`config.mk`:
```
export PLATFORM = sky130hd
export DESIGN_NAME = pdc_ram_ctl
export DESIGN_NICKNAME = d
export VERILOG_FILES = /design/src/rtl/pdc_ram_ctl.sv
export SDC_FILE = /design/constraint.sdc
export NUM_CORES = 1
export LEC_CHECK = 0
export ABC_AREA = 1
export CORE_UTILIZATION = 25
export DETAILED_ROUTE_END_ITERATION = 10
export GPL_TIMING_DRIVEN = 0
export PLACE_DENSITY = 0.66
export SLEW_MARGIN = 15
export SYNTH_ARGS = -nofsm -noshare
export SYNTH_HDL_FRONTEND = slang
export SYNTH_SLANG_ARGS = --single-unit
export TNS_END_PERCENT = 1
```
`constraint.sdc`:
```
create_clock -name clk -period 1.9 [get_ports clk]
set_input_delay 0.285 -clock clk [delete_from_list [all_inputs] [get_ports clk]]
set_output_delay 0.285 -clock clk [all_outputs]
set_load 0.1 [all_outputs]
```
`src/rtl/pdc_ram_ctl.sv`:
```
// Write-port arbiter and clear sequencer for the pdc RAM: zero-sweeps every entry after
// reset or flush, then round-robins the single write port between two requesters.
module pdc_ram_ctl #(
  parameter int AW = 11,
  parameter int DW = 32  // pdc entry width
) (
  input  logic                 clk,
  input  logic                 rst,
  input  logic                 flush,
  output logic                 ready,
  input  logic [1:0]           wr_req,
  input  logic [1:0][AW-1:0]   wr_addr,
  input  logic [1:0][DW-1:0]   wr_data,
  output logic [1:0]           wr_gnt,
  input  logic [2:0][AW-1:0]   rd_addr_in,
  input  logic [2:0]           rd_en_in,
  output logic [2:0]           rd_conflict,
  output logic [2:0][AW-1:0]   ram_read_addr,
  output logic [2:0]           ram_read_clkEn,
  output logic [AW-1:0]        ram_write_addr,
  output logic [DW-1:0]        ram_write_data,
  output logic                 ram_write_wen,
  output logic                 state_dbg
);

  typedef enum logic {
    INIT = 1'b0,
    RUN  = 1'b1
  } state_t;

  localparam logic [AW-1:0] LAST_ADDR = '1;

  state_t        state;
  logic [AW-1:0] cnt;
  logic          ptr;
  logic [2:0]    conf_s1;
  logic [2:0]    conf_next;

  assign state_dbg = (state == RUN);

  // Handshake: a requester raises wr_req[i] and holds it with stable addr/data until the
  // cycle wr_gnt[i] is high; that cycle is the transfer and the RAM commits on the next edge.
  always_comb begin
    wr_gnt = 2'b00;
    if (state == RUN) begin
      case (wr_req)
        2'b01:   wr_gnt = 2'b01;
        2'b10:   wr_gnt = 2'b10;
        2'b11:   wr_gnt = ptr ? 2'b10 : 2'b01;
        default: wr_gnt = 2'b00;
      endcase
    end
  end

  always_comb begin
    ram_write_wen  = 1'b0;
    ram_write_addr = '0;
    ram_write_data = '0;
    if (state == INIT) begin
      ram_write_wen  = 1'b1;
      ram_write_addr = cnt;
    end else if (wr_gnt[0]) begin
      ram_write_wen  = 1'b1;
      ram_write_addr = wr_addr[0];
      ram_write_data = wr_data[0];
    end else if (wr_gnt[1]) begin
      ram_write_wen  = 1'b1;
      ram_write_addr = wr_addr[1];
      ram_write_data = wr_data[1];
    end
  end

  assign ram_read_addr  = rd_addr_in;
  assign ram_read_clkEn = rd_en_in & {3{ready}};

  // Reads are gated off during the sweep, so sweep writes can never raise a conflict.
  always_comb begin
    conf_next = 3'b000;
    for (int k = 0; k < 3; k++) begin
      conf_next[k] = ram_read_clkEn[k] & ram_write_wen & (rd_addr_in[k] == ram_write_addr);
    end
  end

  always_ff @(posedge clk or negedge rst) begin
    if (!rst) begin
      state       <= INIT;
      cnt         <= '0;
      ptr         <= 1'b0;
      ready       <= 1'b0;
      conf_s1     <= 3'b000;
      rd_conflict <= 3'b000;
    end else begin
      // Two stages to line up with the RAM's registered address and read data.
      conf_s1     <= conf_next;
      rd_conflict <= conf_s1;

      if (wr_gnt[0]) begin
        ptr <= 1'b1;
      end else if (wr_gnt[1]) begin
        ptr <= 1'b0;
      end

      case (state)
        INIT: begin
          cnt <= cnt + 1'b1;
          if (cnt == LAST_ADDR) begin
            state <= RUN;
            ready <= 1'b1;
          end
        end
        RUN: begin
          if (flush) begin
            state <= INIT;
            cnt   <= '0;
            ready <= 1'b0;
          end
        end
        default: begin
          state <= INIT;
          cnt   <= '0;
          ready <= 1'b0;
        end
      endcase
    end
  end

endmodule

```
=== Yosys cells after proc, flatten, opt, wreduce, memory -nomap -nowiden ===
Cells that the tools add are included.

* Register bits after elaboration: 20
* Input bits: 127
* Output and inout port bits: 87
* Word-level logic and storage cells: 48

* Add/subtract/negate cells: 1
* Equality and inequality tests: 9
* Muxes and demuxes: 22
* Bitwise operators: 8
* Reductions and logical operators: 2

{| class="wikitable"
|+ Operators by type and width
! cell !! number
|-
| $mux W32 || 3
|-
| $mux W11 || 4
|-
| $eq A11 B11 Y1 || 3
|-
| $pmux W11 S2 || 1
|-
| $add A11 B1 Y11 const B || 1
|-
| $eq A11 B11 Y1 const B || 1
|-
| $mux W1 || 9
|-
| $and A1 B1 Y1 || 6
|-
| $pmux W2 S3 || 1
|-
| $eq A2 B2 Y1 const B || 2
|-
| $mux W2 || 2
|-
| $pmux W1 S2 || 2
|-
| $and A3 B3 Y3 || 1
|-
| $eq A2 B1 Y1 const B || 1
|-
| $ne A2 B1 Y1 const B || 1
|-
| $ne A2 B2 Y1 const B || 1
|-
| $reduce_and A2 Y1 || 1
|-
| $reduce_bool A2 Y1 || 1
|-
| $not A1 Y1 || 1
|}

=== Logic depth before layout (Yosys ltp) ===
Gate-level depths: netlist of the first run.

* Depth in word-level cells: 8
* Depth in mapped cells: 13
* Mapped depth without buffers: 12

=== Worst setup path after synthesis of the first run ===
Ideal clock, no wire load.

* Path type: flip-flop to output port
* Start: register state, in the netlist state_dbg
* End: output port ram_write_data[23]
* Data arrival time: 2,818 ps
* Slack: -1,203 ps
* Cell stages (with the launch flop): 6
* Buffers on the path: 2
* Cell sequence: dfrtp_1 -> buf_6 -> nand2_4 -> a21oi_4 -> buf_2 -> a22o_1

* Word-level cells in the longest chain between the ends: 4

{| class="wikitable"
|+ Ends and longest elaborated chain
! element !! line !! text
|-
| from (decl) || 33 || <nowiki>state_t state;</nowiki>
|-
| from (signal assigned) || 86 || <nowiki>state <= INIT;</nowiki>
|-
| from (signal assigned) || 107 || <nowiki>state <= RUN;</nowiki>
|-
| from (signal assigned) || 113 || <nowiki>state <= INIT;</nowiki>
|-
| $mux W2 || 45 || <nowiki>if (state == RUN) begin</nowiki>
|-
| net wr_gnt[1] || 14 || <nowiki>output logic [1:0] wr_gnt,</nowiki>
|-
| $mux W32 || 66 || <nowiki>end else if (wr_gnt[1]) begin</nowiki>
|-
| $mux W32 || 62 || <nowiki>end else if (wr_gnt[0]) begin</nowiki>
|-
| $mux W32 || 59 || <nowiki>if (state == INIT) begin</nowiki>
|-
| to (decl) || 21 || <nowiki>output logic [DW-1:0] ram_write_data,</nowiki>
|}

The timed path passes the listed nets, and every way through them passes these cells.

=== Worst setup path in the final report of the first run ===
* Start: register state, in the netlist state_dbg
* End: output port ram_write_data[24]

* Word-level cells in the longest chain between the ends: 4

{| class="wikitable"
|+ Ends and longest elaborated chain
! element !! line
|-
| $mux W2 || 45
|-
| $mux W32 || 66
|-
| $mux W32 || 62
|-
| $mux W32 * || 59
|}

Mark *: on every way between the ends. The rest lies on a longest branch, timed or not.

==> impl_metrics.toml, run 1 <==
[run_status]
status = "finished, violations left"
violations = "negative setup slack"

[sta]
setup_tns_ns = -3.41
fmax_mhz = 499
min_period_ns = 2.01
min_period_over_period_pct = 106
worst_slack_ns = -0.106
holdWs_ns = 0.354
skew_ns = 0.00511
drv_slew = 0
slew_headroom_pct = 35.7
final-hold-violation-count = 0
setup_viol = 40
tightest_slew_ns = 0.968
rsz0062_at_grt = "true"

[critical_path]
cp_top_family = "buffers and inverters"
cp.arrival_ns = 1.72
cp_max_fo = 10
crit_path_frequent_cell = "buf_12"
required_ns = 1.62
cp_slowest_cell = "dfrtp_4"
worstPathCellList = "buf_12, nand2_8, a21oi_4, buf_12, buf_12, a22o_4, buf_12"
crit_type = "reg2out"
r2r_start = "state_dbg"
cp-startpoint = "state_dbg"
cp-end-kind = "primary output"
path_buf_inv = 4
critPathLaunchType = "flip-flop"
cp_slowest_stage_delay_ns = 0.49

[clocking]
cts_buffer_depth = 2
cts_max_level = 1
insertion_delay_ns = 0.26
clk_pin_slew_ns = 0.08
cts_buffers = 3
cts_tree = "yes"
cts_hold_buf = 0
clock_sinks = 20
cts_root_buffer = "clkbuf_8"

[routing]
routed_wirelength_um = 11100
top_layer = "met4"
viasPerCell = 4.61
final_antenna_net_count = 0
post-route-drc-count = 0
wl_met2_um = 6020
wl_met1_um = 3950
drt_iter0_markers = 119
dr_total_vias = 3309
dr_wl_met3_um = 1000
routedWlPerCell_um = 15.5
dr.pass1.iters = 6

[logic_synthesis]
ys_warn_count = 0
async_flop_share_pct = 100
yosysMostFrequentCell = "nand2_1"
yosysTopAreaCell = "dfrtp_1"
syn_inst = 364
synth_edf_count = 0
synth_top_area_share_pct = 20.1
syn_nets = 492
syn-mean-instance-area_um2 = 6.84
synth_cell_types = 31
synth_area_leaders = "dfrtp_1 (20%), nand2_1 (12%), a22o_1 (11%)"
synth_common_cells = "nand2_1 (77), inv_1 (46), nand3_1 (39)"
ys.flop_type = "dfrtp_1"
ys_seq_area_share_pct = 20.1
ys_seq_elements = 20
syn_area_um2 = 2490

[final_layout]
drive_gt1_share_pct = 37.1
diodes = 0
synthToLayoutAreaGrowth_pct = 125
nFillCells = 898
nets = 714

[power_and_ir_drop]
leakagePower_uw = 0.00259
power_density_nw_per_um2 = 628
peakVddDrop_v = 0.000592
total_power_uw = 3520

[die]
rows = 36
io_pins = 214
die_area_um2 = 10400
core_um2 = 9730
start_util_pct = 25.6
die_height_um = 102
die_w_um = 102

[placed_design]
dp_hpwl_um = 9240
place_congestion = 0.849
io_buffers = 212

[global_routing]
grt_util_all_layers_pct = 20.6
grt_pass1_wl_um = 16300
grt_pass1_vias = 3279
overflow = 0
grt_max_degree = 21
antenna_found_initial = 0

[flow_run]
drv_cap = 0

[hold_path]
hp-class = "reg2reg"
hold_start = "conf_s1[1]"
==> final cells by class <==
class | instances | area, um^2 | share of cell area (%)
clock buffer | 3 | 41.3 | 0.736
sequential | 20 | 505 | 9.02
timing repair buffer | 217 | 2420 | 43.2
multi-input combinational | 248 | 1790 | 31.9
tap | 133 | 166 | 2.97
inverter | 51 | 239 | 4.26
clock inverter | 1 | 30.0 | 0.536
buffer | 45 | 417 | 7.43
==> registers in the layout, indices dropped and copies added (netlist names) <==
name         count
cnt             11
conf_s1          3
ptr              1
rd_conflict      3
ready            1
state_dbg        1
==> power by group <==
part	switching, uW	internal [uW]	total (uW)
Sequential	87.0	510	597
Combinational	1670	833	2500
Clock	145	281	427
Total	1900	1620	3520
==> cell families after synthesis <==
group / synth area share (%)
compound gates: 14.9
flops: 20.1
simple gates: 37.4
fa+ha+maj: 0.503
buf+inv: 21.7
xor+xnor: 4.58
mux: 0.804
==> metal layers <==
layer / vias up / GRT usage (%)
li1: 1607 / -
met1: 1539 / 21.9
met2: 155 / 41.1
met3: 8 / 4.76
met4: 0 / 3.23
met5: - / 0
==> cells in the final DEF (no fill, tap or decap), types with 2 or more instances in the layout <==
cell,instances
nand3b_1,11
buf_8,4
mux2i_1,2
nand3_1,39
clkinvlp_4,10
a21oi_1,2
xnor2_1,7
nor3_2,2
buf_4,71
nand3_2,12
clkdlybuf4s50_1,124
o22ai_1,4
buf_6,17
a22o_4,29
a22o_2,3
nand2_4,10
clkbuf_8,3
nand2_1,75
nor2_1,24
xor2_1,6
buf_12,36
nand2_2,4
dfrtp_1,18
clkdlybuf4s15_2,3
clkinv_1,3
nor2_4,2
inv_1,36
dlygate4sd2_1,6
o21ai_0,7
==> per-stage QoR <==
stage	cell area [um^2]	std cells	setup slack, ns	utilization, %
2_1_floorplan	2820	364	-0.113	-
3_3_place_gp	5100	709	-1.37	52.5
3_5_place_dp	5100	709	-1.36	52.5
4_1_cts	5340	714	-0.161	54.9
5_1_grt	5610	718	-0.136	57.6
6_report	5610	718	-0.106	57.6
==> timing repair <==
item / in CTS / in global routing
setup buffers: 1 / 5
pin swaps: 13 / 2
gates resized for setup: 445 / 52
gates cloned: 0 / 0
endpoints found under the setup margin: 89 / 46
==> final timing paths <==
check	end	slack (ns)	cells after the start
min reg2reg	rd_conflict[1]	0.35	0
max	ram_write_data[24]	-0.11	7
max in group asynchronous	state_dbg	0.72	1
max reg2reg	conf_s1[0]	0.09	12
min in group asynchronous	cnt[5]	0.53	1
min	rd_conflict[1]	0.35	0
Note: power is estimated with default switching activity, not from simulation.
==> inputs of run 2 (changes only) <==
--- a/config.mk
+++ b/config.mk
@@ -9,6 +9,7 @@
 export CORE_UTILIZATION = 25
 export DETAILED_ROUTE_END_ITERATION = 10
 export GPL_TIMING_DRIVEN = 0
+export MAX_ROUTING_LAYER = met4
 export PLACE_DENSITY = 0.66
 export SLEW_MARGIN = 15
 export SYNTH_ARGS = -nofsm -noshare
==> impl_metrics.toml, run 2 (synthesized netlist as in run 1, its figures left out) <==
[die]
die_area_um2 = 10400
rows = 36
start_util_pct = 25.6
die_height_um = 102
core_um2 = 9730
die_w_um = 102
io_pins = 214

[placed_design]
io_buffers = 212
dp_hpwl_um = 9240
place_congestion = 0.862
post-place-cells = 709
pre_cts_ws_ns = -1.36
place_area_um2 = 5100

[routing]
routedWlPerCell_um = 15.5
dr.pass1.iters = 6
post-route-drc-count = 0
dr_total_vias = 3290
drt_iter0_markers = 135
final_antenna_net_count = 0
viasPerCell = 4.58
routed_wirelength_um = 11100

[critical_path]
critPathLaunchType = "flip-flop"
worstPathCellList = "buf_12, nand2_8, a21oi_4, buf_12, buf_12, a22o_4, buf_12"
r2r_cells = 12
path_buf_inv = 4
cp_slowest_stage_delay_ns = 0.49
cp_max_fo = 10
path_depth = 7
required_ns = 1.62
cp-end-kind = "primary output"
crit_type = "reg2out"
cp.arrival_ns = 1.72
cp_top_family = "buffers and inverters"
crit_path_frequent_cell = "buf_12"
cp_slowest_cell = "dfrtp_4"

[final_layout]
final_util_pct = 57.6
nets = 714
largest_reg_flops = 11
drive_gt1_share_pct = 37.1
fin_cells = 718
final_cell_mix = "clkdlybuf4s50_1 (124), nand2_1 (75), buf_4 (71)"
layout_commonest_cell = "clkdlybuf4s50_1"
diodes = 0
synthToLayoutAreaGrowth_pct = 125
stdcell_area_um2 = 5610
reg.largest.list = "cnt: 11 flops, conf_s1: 3 flops, rd_conflict: 3 flops"
regMostFlops = "cnt"

[clocking]
cts_buffers = 3
cts_buffer_depth = 2
cts_max_level = 1
insertion_delay_ns = 0.26
cts_tree = "yes"
cts_hold_buf = 0
clk_pin_slew_ns = 0.08
clock_sinks = 20
cts_root_buffer = "clkbuf_8"

[sta]
drv_slew = 0
setup_viol = 40
final-hold-violation-count = 0
rsz0062_at_grt = "true"
fmax_mhz = 499
skew_ns = 0.00644
tightest_slew_ns = 0.968
min_period_ns = 2.01
slew_headroom_pct = 35.7
min_period_over_period_pct = 106
worst_slack_ns = -0.106

[hold_path]
worstHoldPathCells = 0
hp-class = "reg2reg"

[global_routing]
grt_max_degree = 21
overflow = 0
grt_util_all_layers_pct = 21.2
grt_pass1_vias = 3291
antenna_found_initial = 0
grt_pass1_wl_um = 16200

[flow_run]
drv_cap = 0

[run_status]
violations = "negative setup slack"
status = "finished, violations left"

[power_and_ir_drop]
peakVddDrop_v = 0.000592
leakagePower_uw = 0.00259
power_density_nw_per_um2 = 629
total_power_uw = 3530
==> run 2: cell counts in the layout (fill, tap and decap cells not counted) <==
Identical to the previous run, type by type.
==> run 2: timing repair <==
action,CTS,global route
setup buffers,1,5
gates resized for setup,445,52
setup endpoints to repair,89,47
pin swaps,13,2
==> run 2: final timing paths <==
check                                endpoint        from  slack [ns]
min                            rd_conflict[1]  conf_s1[1]        0.35
min reg2reg                    rd_conflict[1]  conf_s1[1]        0.35
max                        ram_write_data[24]   state_dbg       -0.11
min in group asynchronous              cnt[5]         rst        0.53
max reg2reg                        conf_s1[0]   state_dbg        0.10
max in group asynchronous           state_dbg         rst        0.72
==> run 2: area by class of cell <==
class | instances | area (um^2)
Tap cell | 133 | 166
Multi-Input combinational cell | 248 | 1790
Clock buffer | 3 | 41.3
Sequential cell | 20 | 505
Timing Repair Buffer | 217 | 2420
Fill cell | 898 | 4120
Inverter | 51 | 239
Buffer | 45 | 417
Clock inverter | 1 | 30.0
==> run 2: report_power, final <==
part / internal (uW) / switching [uW]
clock network: 281 / 148
registers: 510 / 87.0
logic: 833 / 1670
==> run 2: routing by layer <==
layer / up-vias / share of wire (%) / GRT usage, %
met5: - / 0 / -
li1: 1608 / - / -
met1: 1527 / 38 / 22.9
met2: 147 / 54 / 41.0
met3: 8 / 7.0 / 3.31
met4: 0 / 1.2 / 3.23
==> run 2: through the flow <==
stage | TNS (ns) | hold WS, ns
5_1_grt | -5.11 | 0.369
6_report | -3.36 | 0.354
2_1_floorplan | -3.88 | -0.0106
4_1_cts | -4.66 | 0.356
3_5_place_dp | -70.42 | 0.337
3_3_place_gp | -70.60 | 0.332
==> inputs of run 3 (changes only) <==
--- a/config.mk
+++ b/config.mk
@@ -10,7 +10,7 @@
 export DETAILED_ROUTE_END_ITERATION = 10
 export GPL_TIMING_DRIVEN = 0
 export MAX_ROUTING_LAYER = met4
-export PLACE_DENSITY = 0.66
+export PLACE_DENSITY = 0.77
 export SLEW_MARGIN = 15
 export SYNTH_ARGS = -nofsm -noshare
 export SYNTH_HDL_FRONTEND = slang
==> impl_metrics.toml, run 3 (synthesized netlist as in run 1, its figures left out) <==
[run_status]
status = "finished, violations left"
violations = "negative setup slack"

[routing]
final_antenna_net_count = 0
routed_wirelength_um = 11100
dr_total_vias = 3321
routedWlPerCell_um = 15.3
post-route-drc-count = 0
viasPerCell = 4.59
drt_iter0_markers = 151
dr.pass1.iters = 5

[power_and_ir_drop]
leakagePower_uw = 0.00262
peakVddDrop_v = 0.000397
power_density_nw_per_um2 = 614
total_power_uw = 3490

[final_layout]
nets = 720
diodes = 0
synthToLayoutAreaGrowth_pct = 128
reg.largest.list = "cnt: 11 flops, conf_s1: 3 flops, rd_conflict: 3 flops"
final_cell_mix = "clkdlybuf4s50_1 (124), buf_4 (76), nand2_1 (76)"
regMostFlops = "cnt"
layout_commonest_cell = "clkdlybuf4s50_1"
final_util_pct = 58.4
largest_reg_flops = 11
drive_gt1_share_pct = 38.2

[sta]
slew_headroom_pct = 35.6
drv_slew = 0
skew_ns = 0.00341
min_period_over_period_pct = 108
worst_slack_ns = -0.146
setup_viol = 41
fmax_mhz = 489
tightest_slew_ns = 0.970
min_period_ns = 2.05
final-hold-violation-count = 0
rsz0062_at_grt = "true"

[global_routing]
grt_util_all_layers_pct = 21.4
grt_max_degree = 21
grt_pass1_wl_um = 16500
overflow = 0
antenna_found_initial = 0
grt_pass1_vias = 3235

[critical_path]
crit_type = "reg2out"
cp_max_fo = 10
critPathLaunchType = "flip-flop"
cp-end-kind = "primary output"
cp.arrival_ns = 1.76
required_ns = 1.62

[die]
die_w_um = 102
rows = 36
core_um2 = 9730
die_area_um2 = 10400
io_pins = 214
start_util_pct = 25.6
die_height_um = 102

[flow_run]
drv_cap = 0

[clocking]
clk_pin_slew_ns = 0.08
cts_max_level = 1
cts_buffers = 3
cts_hold_buf = 0
insertion_delay_ns = 0.27
clock_sinks = 20
cts_tree = "yes"
cts_buffer_depth = 2
cts_root_buffer = "clkbuf_8"

[placed_design]
place_congestion = 0.912
io_buffers = 212
dp_hpwl_um = 9000

[hold_path]
hp-class = "reg2reg"
[run 3: cell count changes in the layout (fill, tap and decap cells not counted), sizes merged]
cell	delta
clkbuf	+1
bufinv	-1
buf	+6
[run 3: final timing paths]
kind	startpoint	to	slack, ns	cells past startpoint
setup reg to reg	state_dbg	conf_s1[1]	0.10	10
hold / removal	conf_s1[0]	rd_conflict[0]	0.35	0
max in group asynchronous	rst	state_dbg	0.71	1
min in group asynchronous	rst	rd_conflict[1]	0.53	1
hold reg to reg	conf_s1[0]	rd_conflict[0]	0.35	0
setup / recovery	state_dbg	ram_write_data[13]	-0.15	7
[run 3: critical path, stage by stage, from the launching register on]
cell and delay [ns]:
dfrtp_4 0.50, buf_12 0.15, nand2_8 0.08, a21oi_4 0.04, buf_12 0.15, buf_12 0.14
a22o_4 0.26, buf_12 0.17
[run 3: report_power, final]
part	switching [uW]	internal (uW)	leakage, uW
clock network	154	185	0.0000288
registers	85.1	510	0.000257
logic	1690	869	0.00234
total	1930	1560	0.00262
[run 3: cell type report]
cell class | count | area (um^2)
plain buffers | 45 | 425
clock buffers | 4 | 55.1
fillers | 855 | 4050
inverters | 51 | 241
multi-input cells | 248 | 1810
flip-flops and latches | 20 | 505
well taps | 133 | 166
repair buffers | 223 | 2480
[run 3: per-layer routing]
layer	vias up	global-route usage (%)	share of wire (%)
li1	1617	-	-
met1	1518	26.2	39
met2	178	37.8	52
met3	8	2.97	7.8
met4	0	3.57	0.99
met5	-	-	0
[run 3: timing repair]
| item | CTS | global route |
|---|---|---|
| setup buffers | 2 | 10 |
| pin swaps | 10 | 3 |
| gates resized for setup | 485 | 19 |
| setup endpoints to repair | 90 | 48 |
[run 3: per-stage QoR]
stage          worst slack, ns  hold slack, ns  std cells  TNS [ns]  area, um^2
2_1_floorplan           -0.113         -0.0106        364     -3.88        2820
3_3_place_gp             -1.34           0.332        709    -68.24        5100
3_5_place_dp             -1.35           0.339        709    -69.10        5100
4_1_cts                 -0.151           0.357        715     -5.05        5550
5_1_grt                 -0.180           0.358        724     -6.57        5680
6_report                -0.146           0.355        724     -4.67        5680
